**src/rtl/pe_array_seq_pkg.sv**
```systemverilog
// rtl/pe_array_seq_pkg.sv - shared state encoding, ctrl bit positions and default widths
package pe_array_seq_pkg;

    localparam int DEF_NUM_PE  = 16;
    localparam int DEF_NI_W    = 12;
    localparam int DEF_NO_W    = 12;
    localparam int DEF_NADDR_W = 12;
    localparam int DEF_WADDR_W = 16;
    localparam int DEF_OADDR_W = 8;

    // pe_ctrl bit positions
    localparam int CTRL_FIRST = 0;
    localparam int CTRL_LAST  = 1;

    typedef enum logic [1:0] {
        ST_IDLE  = 2'd0,
        ST_RUN   = 2'd1,
        ST_DRAIN = 2'd2,
        ST_DONE  = 2'd3
    } state_t;

endpackage

```
**src/rtl/pe_array_seq_if.sv**
```systemverilog
// rtl/pe_array_seq_if.sv - buffer and PE-row signals between sequencer and datapath
interface pe_array_seq_if
    import pe_array_seq_pkg::*;
#(
    parameter int NUM_PE  = DEF_NUM_PE,
    parameter int NADDR_W = DEF_NADDR_W,
    parameter int WADDR_W = DEF_WADDR_W,
    parameter int OADDR_W = DEF_OADDR_W
) ();
    logic               nbuf_rd;
    logic [NADDR_W-1:0] nbuf_addr;
    logic               wbuf_rd;
    logic [WADDR_W-1:0] wbuf_addr;
    logic               pe_vld;
    logic [1:0]         pe_ctrl;
    logic               pe_vid;
    logic               out_wr;
    logic [OADDR_W-1:0] out_addr;
    logic [NUM_PE-1:0]  out_mask;

    modport master (
        output nbuf_rd, nbuf_addr, wbuf_rd, wbuf_addr,
        output pe_vld, pe_ctrl,
        output out_wr, out_addr, out_mask,
        input  pe_vid
    );

    modport slave (
        input  nbuf_rd, nbuf_addr, wbuf_rd, wbuf_addr,
        input  pe_vld, pe_ctrl,
        input  out_wr, out_addr, out_mask,
        output pe_vid
    );
endinterface

```
**src/rtl/pe_seq_addr_gen.sv**
```systemverilog
// rtl/pe_seq_addr_gen.sv - element/pass counters, running weight address and position flags
module pe_seq_addr_gen #(
    parameter int NI_W    = 12,
    parameter int NO_W    = 12,
    parameter int WADDR_W = 16
) (
    input  logic               clk,
    input  logic               rst,
    input  logic               clear,
    input  logic               adv,
    input  logic [NI_W-1:0]    ni,
    input  logic [NO_W-1:0]    npass,
    output logic [NI_W-1:0]    i,
    output logic [NO_W-1:0]    p,
    output logic [WADDR_W-1:0] waddr,
    output logic               first,
    output logic               last_elem,
    output logic               last_pass
);
    logic [NI_W-1:0]    i_q, i_d;
    logic [NO_W-1:0]    p_q, p_d;
    logic [WADDR_W-1:0] waddr_q, waddr_d;

    assign i         = i_q;
    assign p         = p_q;
    assign waddr     = waddr_q;
    assign first     = (i_q == '0);
    assign last_elem = (i_q == ni - NI_W'(1));
    assign last_pass = (p_q == npass - NO_W'(1));

    // Weight rows are stored pass-major, so the weight address simply counts every issue.
    always_comb begin
        i_d     = i_q;
        p_d     = p_q;
        waddr_d = waddr_q;
        if (clear) begin
            i_d     = '0;
            p_d     = '0;
            waddr_d = '0;
        end else if (adv) begin
            waddr_d = waddr_q + WADDR_W'(1);
            if (last_elem) begin
                i_d = '0;
                p_d = p_q + NO_W'(1);
            end else begin
                i_d = i_q + NI_W'(1);
            end
        end
    end

    // Counter registers
    always_ff @(posedge clk or posedge rst) begin
        if (rst) begin
            i_q     <= '0;
            p_q     <= '0;
            waddr_q <= '0;
        end else begin
            i_q     <= i_d;
            p_q     <= p_d;
            waddr_q <= waddr_d;
        end
    end
endmodule

```
**src/rtl/pe_array_seq.sv**
```systemverilog
// rtl/pe_array_seq.sv - FC-layer sequencer for a row of serial inner-product PEs
module pe_array_seq
    import pe_array_seq_pkg::*;
#(
    parameter int NUM_PE  = DEF_NUM_PE,
    parameter int NI_W    = DEF_NI_W,
    parameter int NO_W    = DEF_NO_W,
    parameter int NADDR_W = DEF_NADDR_W,
    parameter int WADDR_W = DEF_WADDR_W,
    parameter int OADDR_W = DEF_OADDR_W
) (
    input  logic            clk,
    input  logic            rst,
    input  logic            start,
    input  logic [NI_W-1:0] cfg_ni,
    input  logic [NO_W-1:0] cfg_no,
    input  logic            stall,
    output logic            busy,
    output logic            done,
    pe_array_seq_if.master  bus
);
    state_t              state_q;
    logic                busy_q, done_q, empty_q;
    logic [NI_W-1:0]     ni_q;
    logic [NO_W-1:0]     no_q;

    logic [NO_W-1:0]     npass, rem;
    logic [NUM_PE-1:0]   tail_mask;
    logic                issue, accept;
    logic [NI_W-1:0]     i;
    logic [NO_W-1:0]     p;
    logic [WADDR_W-1:0]  waddr;
    logic                first, last_elem, last_pass;

    // Two-stage align pipeline: stage 1 drives the PEs, stage 2 lines up with pe_vid.
    logic                vld_q, vld_d;
    logic [1:0]          ctrl_q, ctrl_d;
    logic [OADDR_W-1:0]  addr1_q, addr1_d, out_addr_q, out_addr_d;
    logic [NUM_PE-1:0]   mask1_q, mask1_d, out_mask_q, out_mask_d;
    logic                fin1_q, fin1_d, fin2_q, fin2_d;

    assign accept = (state_q == ST_IDLE) && start;
    assign issue  = (state_q == ST_RUN) && !empty_q && !stall;
    assign npass  = NO_W'((int'(no_q) + NUM_PE - 1) / NUM_PE);
    assign rem    = NO_W'(int'(no_q) % NUM_PE);

    pe_seq_addr_gen #(
        .NI_W    (NI_W),
        .NO_W    (NO_W),
        .WADDR_W (WADDR_W)
    ) u_addr_gen (
        .clk       (clk),
        .rst       (rst),
        .clear     (accept),
        .adv       (issue),
        .ni        (ni_q),
        .npass     (npass),
        .i         (i),
        .p         (p),
        .waddr     (waddr),
        .first     (first),
        .last_elem (last_elem),
        .last_pass (last_pass)
    );

    // Last-pass write mask: only the PEs that map to real output neurons
    always_comb begin
        tail_mask = '0;
        for (int k = 0; k < NUM_PE; k++) begin
            tail_mask[k] = (rem == '0) || (NO_W'(k) < rem);
        end
    end

    // Issue-stage values entering the align pipeline; ctrl is forced low on idle cycles
    always_comb begin
        vld_d  = issue;
        ctrl_d = '0;
        if (issue) begin
            ctrl_d[CTRL_FIRST] = first;
            ctrl_d[CTRL_LAST]  = last_elem;
        end
        addr1_d    = OADDR_W'(p);
        mask1_d    = last_pass ? tail_mask : '1;
        fin1_d     = issue && last_elem && last_pass;
        out_addr_d = addr1_q;
        out_mask_d = mask1_q;
        fin2_d     = fin1_q;
    end

    // Align pipeline registers
    always_ff @(posedge clk or posedge rst) begin
        if (rst) begin
            vld_q      <= 1'b0;
            ctrl_q     <= '0;
            addr1_q    <= '0;
            mask1_q    <= '0;
            fin1_q     <= 1'b0;
            out_addr_q <= '0;
            out_mask_q <= '0;
            fin2_q     <= 1'b0;
        end else begin
            vld_q      <= vld_d;
            ctrl_q     <= ctrl_d;
            addr1_q    <= addr1_d;
            mask1_q    <= mask1_d;
            fin1_q     <= fin1_d;
            out_addr_q <= out_addr_d;
            out_mask_q <= out_mask_d;
            fin2_q     <= fin2_d;
        end
    end

    // Layer FSM; an empty layer still passes through RUN so done timing is uniform
    always_ff @(posedge clk or posedge rst) begin
        if (rst) begin
            state_q <= ST_IDLE;
            busy_q  <= 1'b0;
            done_q  <= 1'b0;
            empty_q <= 1'b0;
            ni_q    <= '0;
            no_q    <= '0;
        end else begin
            done_q <= 1'b0;
            case (state_q)
                ST_IDLE: begin
                    if (start) begin
                        ni_q    <= cfg_ni;
                        no_q    <= cfg_no;
                        empty_q <= (cfg_ni == '0) || (cfg_no == '0);
                        busy_q  <= 1'b1;
                        state_q <= ST_RUN;
                    end
                end
                ST_RUN: begin
                    if (empty_q) begin
                        state_q <= ST_DONE;
                        done_q  <= 1'b1;
                    end else if (issue && last_elem && last_pass) begin
                        state_q <= ST_DRAIN;
                    end
                end
                ST_DRAIN: begin
                    // Earlier passes may still write here (cfg_ni==1); wait for the final one.
                    if (bus.pe_vid && fin2_q) begin
                        state_q <= ST_DONE;
                        done_q  <= 1'b1;
                    end
                end
                ST_DONE: begin
                    busy_q  <= 1'b0;
                    state_q <= ST_IDLE;
                end
                default: state_q <= ST_IDLE;
            endcase
        end
    end

    assign busy          = busy_q;
    assign done          = done_q;
    assign bus.nbuf_rd   = issue;
    assign bus.wbuf_rd   = issue;
    assign bus.nbuf_addr = NADDR_W'(i);
    assign bus.wbuf_addr = waddr;
    assign bus.pe_vld    = vld_q;
    assign bus.pe_ctrl   = ctrl_q;
    assign bus.out_wr    = bus.pe_vid;
    assign bus.out_addr  = out_addr_q;
    assign bus.out_mask  = out_mask_q;
endmodule
```
**src/flat_wrapper.sv**
```systemverilog
// flat-port wrapper written by rule: the top's interface ports become plain ports
module pe_array_seq_flat import pe_array_seq_pkg::*;
#(
    parameter int NUM_PE  = DEF_NUM_PE,
    parameter int NI_W    = DEF_NI_W,
    parameter int NO_W    = DEF_NO_W,
    parameter int NADDR_W = DEF_NADDR_W,
    parameter int WADDR_W = DEF_WADDR_W,
    parameter int OADDR_W = DEF_OADDR_W
)
  (clk, rst, start, cfg_ni, cfg_no, stall, busy, done, bus_nbuf_rd, bus_nbuf_addr, bus_wbuf_rd, bus_wbuf_addr, bus_pe_vld, bus_pe_ctrl, bus_out_wr, bus_out_addr, bus_out_mask, bus_pe_vid);
  pe_array_seq_if #(.NUM_PE(NUM_PE), .NADDR_W(NADDR_W), .WADDR_W(WADDR_W), .OADDR_W(OADDR_W)) bus_i ();
  input  logic clk;
  input  logic rst;
  input  logic start;
  input  logic [NI_W-1:0] cfg_ni;
  input  logic [NO_W-1:0] cfg_no;
  input  logic stall;
  output logic busy;
  output logic done;
  output wire logic [$bits(bus_i.nbuf_rd)-1:0] bus_nbuf_rd;
  output wire logic [$bits(bus_i.nbuf_addr)-1:0] bus_nbuf_addr;
  output wire logic [$bits(bus_i.wbuf_rd)-1:0] bus_wbuf_rd;
  output wire logic [$bits(bus_i.wbuf_addr)-1:0] bus_wbuf_addr;
  output wire logic [$bits(bus_i.pe_vld)-1:0] bus_pe_vld;
  output wire logic [$bits(bus_i.pe_ctrl)-1:0] bus_pe_ctrl;
  output wire logic [$bits(bus_i.out_wr)-1:0] bus_out_wr;
  output wire logic [$bits(bus_i.out_addr)-1:0] bus_out_addr;
  output wire logic [$bits(bus_i.out_mask)-1:0] bus_out_mask;
  input wire logic [$bits(bus_i.pe_vid)-1:0] bus_pe_vid;
  assign bus_nbuf_rd = bus_i.nbuf_rd;
  assign bus_nbuf_addr = bus_i.nbuf_addr;
  assign bus_wbuf_rd = bus_i.wbuf_rd;
  assign bus_wbuf_addr = bus_i.wbuf_addr;
  assign bus_pe_vld = bus_i.pe_vld;
  assign bus_pe_ctrl = bus_i.pe_ctrl;
  assign bus_out_wr = bus_i.out_wr;
  assign bus_out_addr = bus_i.out_addr;
  assign bus_out_mask = bus_i.out_mask;
  assign bus_i.pe_vid = bus_pe_vid;
  pe_array_seq #(.NUM_PE(NUM_PE), .NI_W(NI_W), .NO_W(NO_W), .NADDR_W(NADDR_W), .WADDR_W(WADDR_W), .OADDR_W(OADDR_W)) u_core (.clk(clk), .rst(rst), .start(start), .cfg_ni(cfg_ni), .cfg_no(cfg_no), .stall(stall), .busy(busy), .done(done), .bus(bus_i));
endmodule
```
**config.mk**
```make
export PLATFORM = sky130hd
export DESIGN_NAME = pe_array_seq_flat
export DESIGN_NICKNAME = d
export VERILOG_FILES = /design/src/rtl/pe_array_seq_pkg.sv /design/src/rtl/pe_array_seq_if.sv /design/src/rtl/pe_seq_addr_gen.sv /design/src/rtl/pe_array_seq.sv /design/src/flat_wrapper.sv
export SDC_FILE = /design/constraint.sdc
export NUM_CORES = 1
export LEC_CHECK = 0
export CORE_MARGIN = 2
export CORE_UTILIZATION = 40
export CTS_CLUSTER_DIAMETER = 30
export DETAILED_ROUTE_END_ITERATION = 12
export GPL_TIMING_DRIVEN = 1
export MAX_ROUTING_LAYER = met4
export PLACE_DENSITY = 0.68
export SLEW_MARGIN = 20
export SYNTH_ARGS = -nofsm -noshare
export SYNTH_HDL_FRONTEND = slang
export SYNTH_SLANG_ARGS = --single-unit
```
**constraint.sdc**
```tcl
create_clock -name clk -period 12.8 [get_ports clk]
set_clock_uncertainty 0.1 [all_clocks]
set_input_delay 3.2 -clock clk [delete_from_list [all_inputs] [get_ports clk]]
set_output_delay 3.2 -clock clk [all_outputs]
set_load 0.02 [all_outputs]
```
After elaboration in Yosys (flattened, before gate mapping)
Index checks and enable logic that the tools add are counted.
{"block": "totals", "elab_cells": 108, "register_bits": 122, "input_bits": 29}
{"block": "classes", "n_lt_le_gt_ge": 16, "n_addsub": 8, "n_reduce_logical": 38, "n_eq_ne": 8, "bitwise": 1, "muxes": 20}
{"cell": "12-bit two-way mux", "n": 6}
{"cell": "12-bit logical NOT", "n": 4}
{"cell": "16-bit two-way mux", "n": 3}
{"cell": "4-bit less-than comparator, first input constant", "n": 8}
{"cell": "12-bit by 1-bit adder with 12-bit output, second input constant", "n": 2}
{"cell": "12-bit == test", "n": 2}
{"cell": "12-bit by 1-bit subtractor with 12-bit output, second input constant", "n": 2}
{"cell": "1-bit logical OR", "n": 17}
{"cell": "16-bit by 1-bit adder with 16-bit output, second input constant", "n": 1}
{"cell": "3-bit by 4-bit less-than comparator with 1-bit output, first input constant", "n": 4}
{"cell": "13-bit by 1-bit subtractor with 14-bit output, second input constant", "n": 1}
{"cell": "12-bit by 5-bit adder with 13-bit output, second input constant", "n": 1}
{"cell": "12-bit by 1-bit adder with 12-bit output", "n": 1}
{"cell": "2-bit two-way mux", "n": 5}
{"cell": "1-bit by 4-bit less-than comparator with 1-bit output, first input constant", "n": 2}
{"cell": "2-bit by 4-bit less-than comparator with 1-bit output, first input constant", "n": 2}
{"cell": "2-bit case mux with 4 select lines", "n": 1}
{"cell": "1-bit logical AND", "n": 6}
{"cell": "2-bit AND reduction", "n": 3}
{"cell": "2-bit nonzero test", "n": 3}
{"cell": "2-bit == test, second input constant", "n": 2}
{"cell": "1-bit case mux with 2 select lines", "n": 2}
{"cell": "4-bit OR reduction", "n": 1}
{"cell": "1-bit two-way mux", "n": 3}
{"cell": "8 further kinds", "n": 9}

Longest topological paths before layout
{"block": "logic_depth", "depth_word": 11, "mapped_depth": 16, "depth_no_buf": 12}

Hierarchy
A second synthesis with hierarchy kept.
{"block": "hier_totals", "hier_cells": 542, "area_unflattened_um2": 5894.4}
{"mod": "pe_array_seq", "area_per_inst_um2": 2967.8, "seq_area_each_um2": 2052.0, "cells_per_inst": 209, "n_inst": 1}
{"mod": "pe_seq_addr_gen", "area_per_inst_um2": 2926.6, "seq_area_each_um2": 1001.0, "cells_per_inst": 333, "n_inst": 1}

Worst setup path before layout
Ideal clock, no wire load.
{"block": "synth_timing", "path_type": "input-to-output", "start": "input stall", "end": "output bus_wbuf_rd", "path_stages": 3, "t_arrival_ns": 4.025, "required_time_ns": 9.500, "path_slack_ns": 5.475, "path_cell_list": "nor2_1 > buf_1 > buf_4"}
{"block": "synth_between", "elab_chain_len": 2}
{"item": "start, declared", "line": "flat_wrapper.sv:18", "rtl": "input logic stall;"}
{"item": "1-bit logical NOT", "line": "pe_array_seq.sv:43", "rtl": "assign issue = (state_q == ST_RUN) && !empty_q && !stall;"}
{"item": "1-bit logical AND", "line": "pe_array_seq.sv:43"}
{"item": "end, declared", "line": "flat_wrapper.sv:23", "rtl": "output wire logic [$bits(bus_i.wbuf_rd)-1:0] bus_wbuf_rd;"}
Every way passes these cells.

Worst setup path in the final report
{"block": "layout_timing", "start": "input stall", "end": "output bus_nbuf_rd"}
{"block": "layout_between", "elab_chain_len": 2}
{"item": "1-bit logical NOT", "line": "pe_array_seq.sv:43"}
{"item": "1-bit logical AND", "line": "pe_array_seq.sv:43"}
{"item": "end, declared", "line": "flat_wrapper.sv:21", "rtl": "output wire logic [$bits(bus_i.nbuf_rd)-1:0] bus_nbuf_rd;"}
Every way passes these cells.

==> impl_metrics.csv <==
group,metric,value,unit
timing,hold_viol,0,
floorplanning,initial_utilization,41.3,%
setup_path,r2r_cells,12,
cells_and_area,area_growth_syn_to_layout,28.0,%
setup_path,cp-end-kind,"output port",
synth,synth_ff_type,"dfrtp_1",
timing,setup_tns,0,ns
setup_path,cp.arrival,5.22,ns
clock_network,htree_levels,4,
timing,tightest_slew,1.08,ns
grt,grt_max_degree,63,
synth,ys_top_cells_by_area,"dfrtp_1 (53%), nand2_1 (6.2%), xor2_1 (4.9%)",
synth,ys.warnings.count,0,
place,place.gp.congestion,0.899,
setup_path,crit_path_top_delay_cell,"nor2_1",
grt,grt_pass1_vias,4453,
floorplanning,fp.dieW,124,um
timing,slew_viol_final,0,
synth,synth_nets,606,
pwr,powerDensity,201,mW/mm^2
routing,drt_iter0_drc,153,
synth,synthMuxAreaShare,1.15,%
synth,synth_top_family_by_area,"simple AND/OR/NAND/NOR gates",
setup_path,cpMostUsedCell,"clkdlybuf4s50_1",
synth,synth_area_leader_cell,"dfrtp_1",
synth,avgSynthCellArea,10.1,sq um
pwr,fin_total_pwr,1.48,mW
place,dp.cells,808,
routing,via_per_inst,5.21,
clock_network,insertion_delay,0.42,ns
outcome,status,"finished clean",
grt,antenna_found_initial,0,
setup_path,crit_path_cell_trace,"clkdlybuf4s50_1, nor2_1, clkdlybuf4s50_1",
clock_network,post-cts-setup-buffers,0,
cells_and_area,fill_cells,1257,
timing,rsz0062_at_grt,"no",
setup_path,crit_type,"input port to output port",
timing,fin_crit_sh,66.6,%
synth,seq_area_frac_synth,53.1,%
flow_run,timing.max_cap.violations,0,
synth,synth_async_sr_flop_share,100,%
routing,routed_wirelength,12.8,mm
floorplanning,coreArea,0.0139,sq mm
timing,max-slew-margin-rel,27.6,%
timing,clock.fmax,117,MHz
clock_network,cts_buffers,17,
place,place_hpwl,8.78,mm
place,io_buffers,88,
timing,setup_viol_count_final,0,
setup_path,start_kind,"input port",
routing,vias,4377,
synth,yosys.area.top_type_share,53.1,%
setup_path,regToRegSetupSlack,8.52,ns
cells_and_area,final_nets,686,
synth,syn_inst,567,
routing,wire_per_inst,15.2,um
floorplanning,die_area,0.0153,sq mm
pwr,peakVddDrop,0.0000966,V
setup_path,cp_max_fo,14,
timing,fin_crit,8.52,ns
clock_network,path_clk_slew,0.05,ns
routing,ant_nets,0,
cells_and_area,n_antenna_cell,0,
synth,synth_compound_area_share,9.14,%
grt,gr-usage-all-layers,18.9,%
grt,overflow,0,
pwr,power_leakage,3.17,nW
clock_network,ctsResizeCount,0,
routing,drcViolationCount,0,
synth,ys_seq_elements,122,
clock_network,cts_sinks,122,
synth,ys_types,68,
floorplanning,pin_count,89,
clock_network,clock-root-buffer,"clkbuf_16",
clock_network,cts_hold_buf,0,
synth,syn_area,0.00575,sq mm
worst_hold_path,hold_depth,0,
cells_and_area,drive_above_1_share,7.58,%
synth,synth_edf_count,0,
setup_path,required,9.50,ns
clock_network,clk_path_buf_depth,2,
synth,synth_xor_xnor_area_share,8.23,%
synth,synth-simple-area-share,22.7,%
floorplanning,row_count,43,
cells_and_area,finalNonFillerCells,840,
routing,firstDrtPassIters,4,
clock_network,cts_tree,"done",
setup_path,max_stage_delay,0.83,ns
worst_hold_path,hp-class,"register to register",
synth,synthAdderAreaFrac,2.18,%
grt,grt_first_pass_wirelength,21.7,mm
floorplanning,fp.dieH,124,um
-- cell usage after synthesis, types with 3 or more instances --
master and number:
dfrtp_1 122, nand2_1 95, nor2_1 41, xor2_1 32, xnor2_1 22, nand3_1 21, clkbuf_1 19, and3_1 15
nand2b_1 15, inv_1 14, o21ai_0 14, nor3_1 12, nor4_1 11, ha_1 10, a21oi_1 9, a31oi_1 8
nand4_1 7, a22o_1 5, nor2b_1 5, a211oi_1 4, and4_1 4, buf_1 4, mux2i_1 4, nand3b_1 4
o211ai_1 4, o21ai_1 4, and2_1 3, buf_2 3, or4_1 3
-- worst paths after layout --
kind / startpoint / endpoint
worst min register to register: u_core.mask1_q[3] / u_core.bus.out_mask[3]
worst max-delay path: stall / bus_nbuf_rd
min in group asynchronous: rst / u_core.bus.out_mask[8]
worst min-delay path: u_core.mask1_q[3] / u_core.bus.out_mask[3]
worst max register to register: u_core.no_q[1] / u_core.state_q[1]
max in group asynchronous: rst / u_core.u_addr_gen.p[9]
-- report_power, final --
group / internal [mW] / switching (mW)
clock: 0.320 / 0.169
sequential: 0.449 / 0.0866
combinational: 0.197 / 0.255
-- per-stage QoR --
step                hold WS, ns  utilization, %  worst slack [ns]  area (sq um)
CTS                       0.246            52.8              4.27          7360
global placement          0.232            48.4              4.34          6740
floorplan                 0.231               -              5.47          5750
finish                    0.245            52.8              4.28          7360
detailed placement        0.235            48.4              4.27          6740
global route              0.252            52.8              4.21          7360
-- critical path: cells and delay by family --
kind | cells | cell delay [ns]
buffers and inverters | 2 | 1.19
and+or+nand+nor | 1 | 0.83
-- state kept, by name, indices dropped and copies added, names as in the netlist --
name                     cells
u_core.u_addr_gen.waddr     16
u_core.state_q               2
u_core.empty_q               1
u_core.bus.pe_ctrl           2
u_core.no_q                 12
u_core.fin1_q                1
u_core.ni_q                 12
u_core.busy                  1
u_core.u_addr_gen.i         12
u_core.addr1_q               8
u_core.bus.pe_vld            1
u_core.bus.out_addr          8
u_core.done                  1
u_core.bus.out_mask         16
u_core.fin2_q                1
u_core.u_addr_gen.p         12
u_core.mask1_q              16
-- kinds of logic (layout without fill, tap and decap cells) --
group / Yosys count / count (layout)
and+or+nand+nor: 255 / 255
DFF: 122 / 122
AOI/OAI and AO/OA: 74 / 74
xor gates and xnor gates: 54 / 54
buffers and inverters: 45 / 138
adders and majority gates: 10 / 10
muxes: 6 / 6
other: 1 / 1
-- cell type report --
type	instances	area (sq um)	share of cell area, %
Timing Repair Buffer	91	903	12.3
Multi-Input combinational cell	400	2500	34.0
Tap cell	180	225	3.06
Clock buffer	21	470	6.39
Inverter	15	58.8	0.799
Clock inverter	11	144	1.96
Sequential cell	122	3050	41.5
-- cell usage in the layout, fill, tap and decap left out, drive strengths merged, types with 15 or more instances in the layout --
cell           count
nor2              41
inv               15
xor2              32
nand2b            15
nand3             21
dfrtp            122
clkdlybuf4s50     88
xnor2             22
nand2             95
o21ai             18
and3              15
clkbuf            21
-- per-layer routing --
metal | track usage [%] | part of all wire, %
met5 | - | 0
met4 | 7.16 | 1.3
met3 | 4.30 | 4.3
met2 | 31.2 | 50
met1 | 22.6 | 44
No activity file was read; power rests on OpenSTA's default activity.
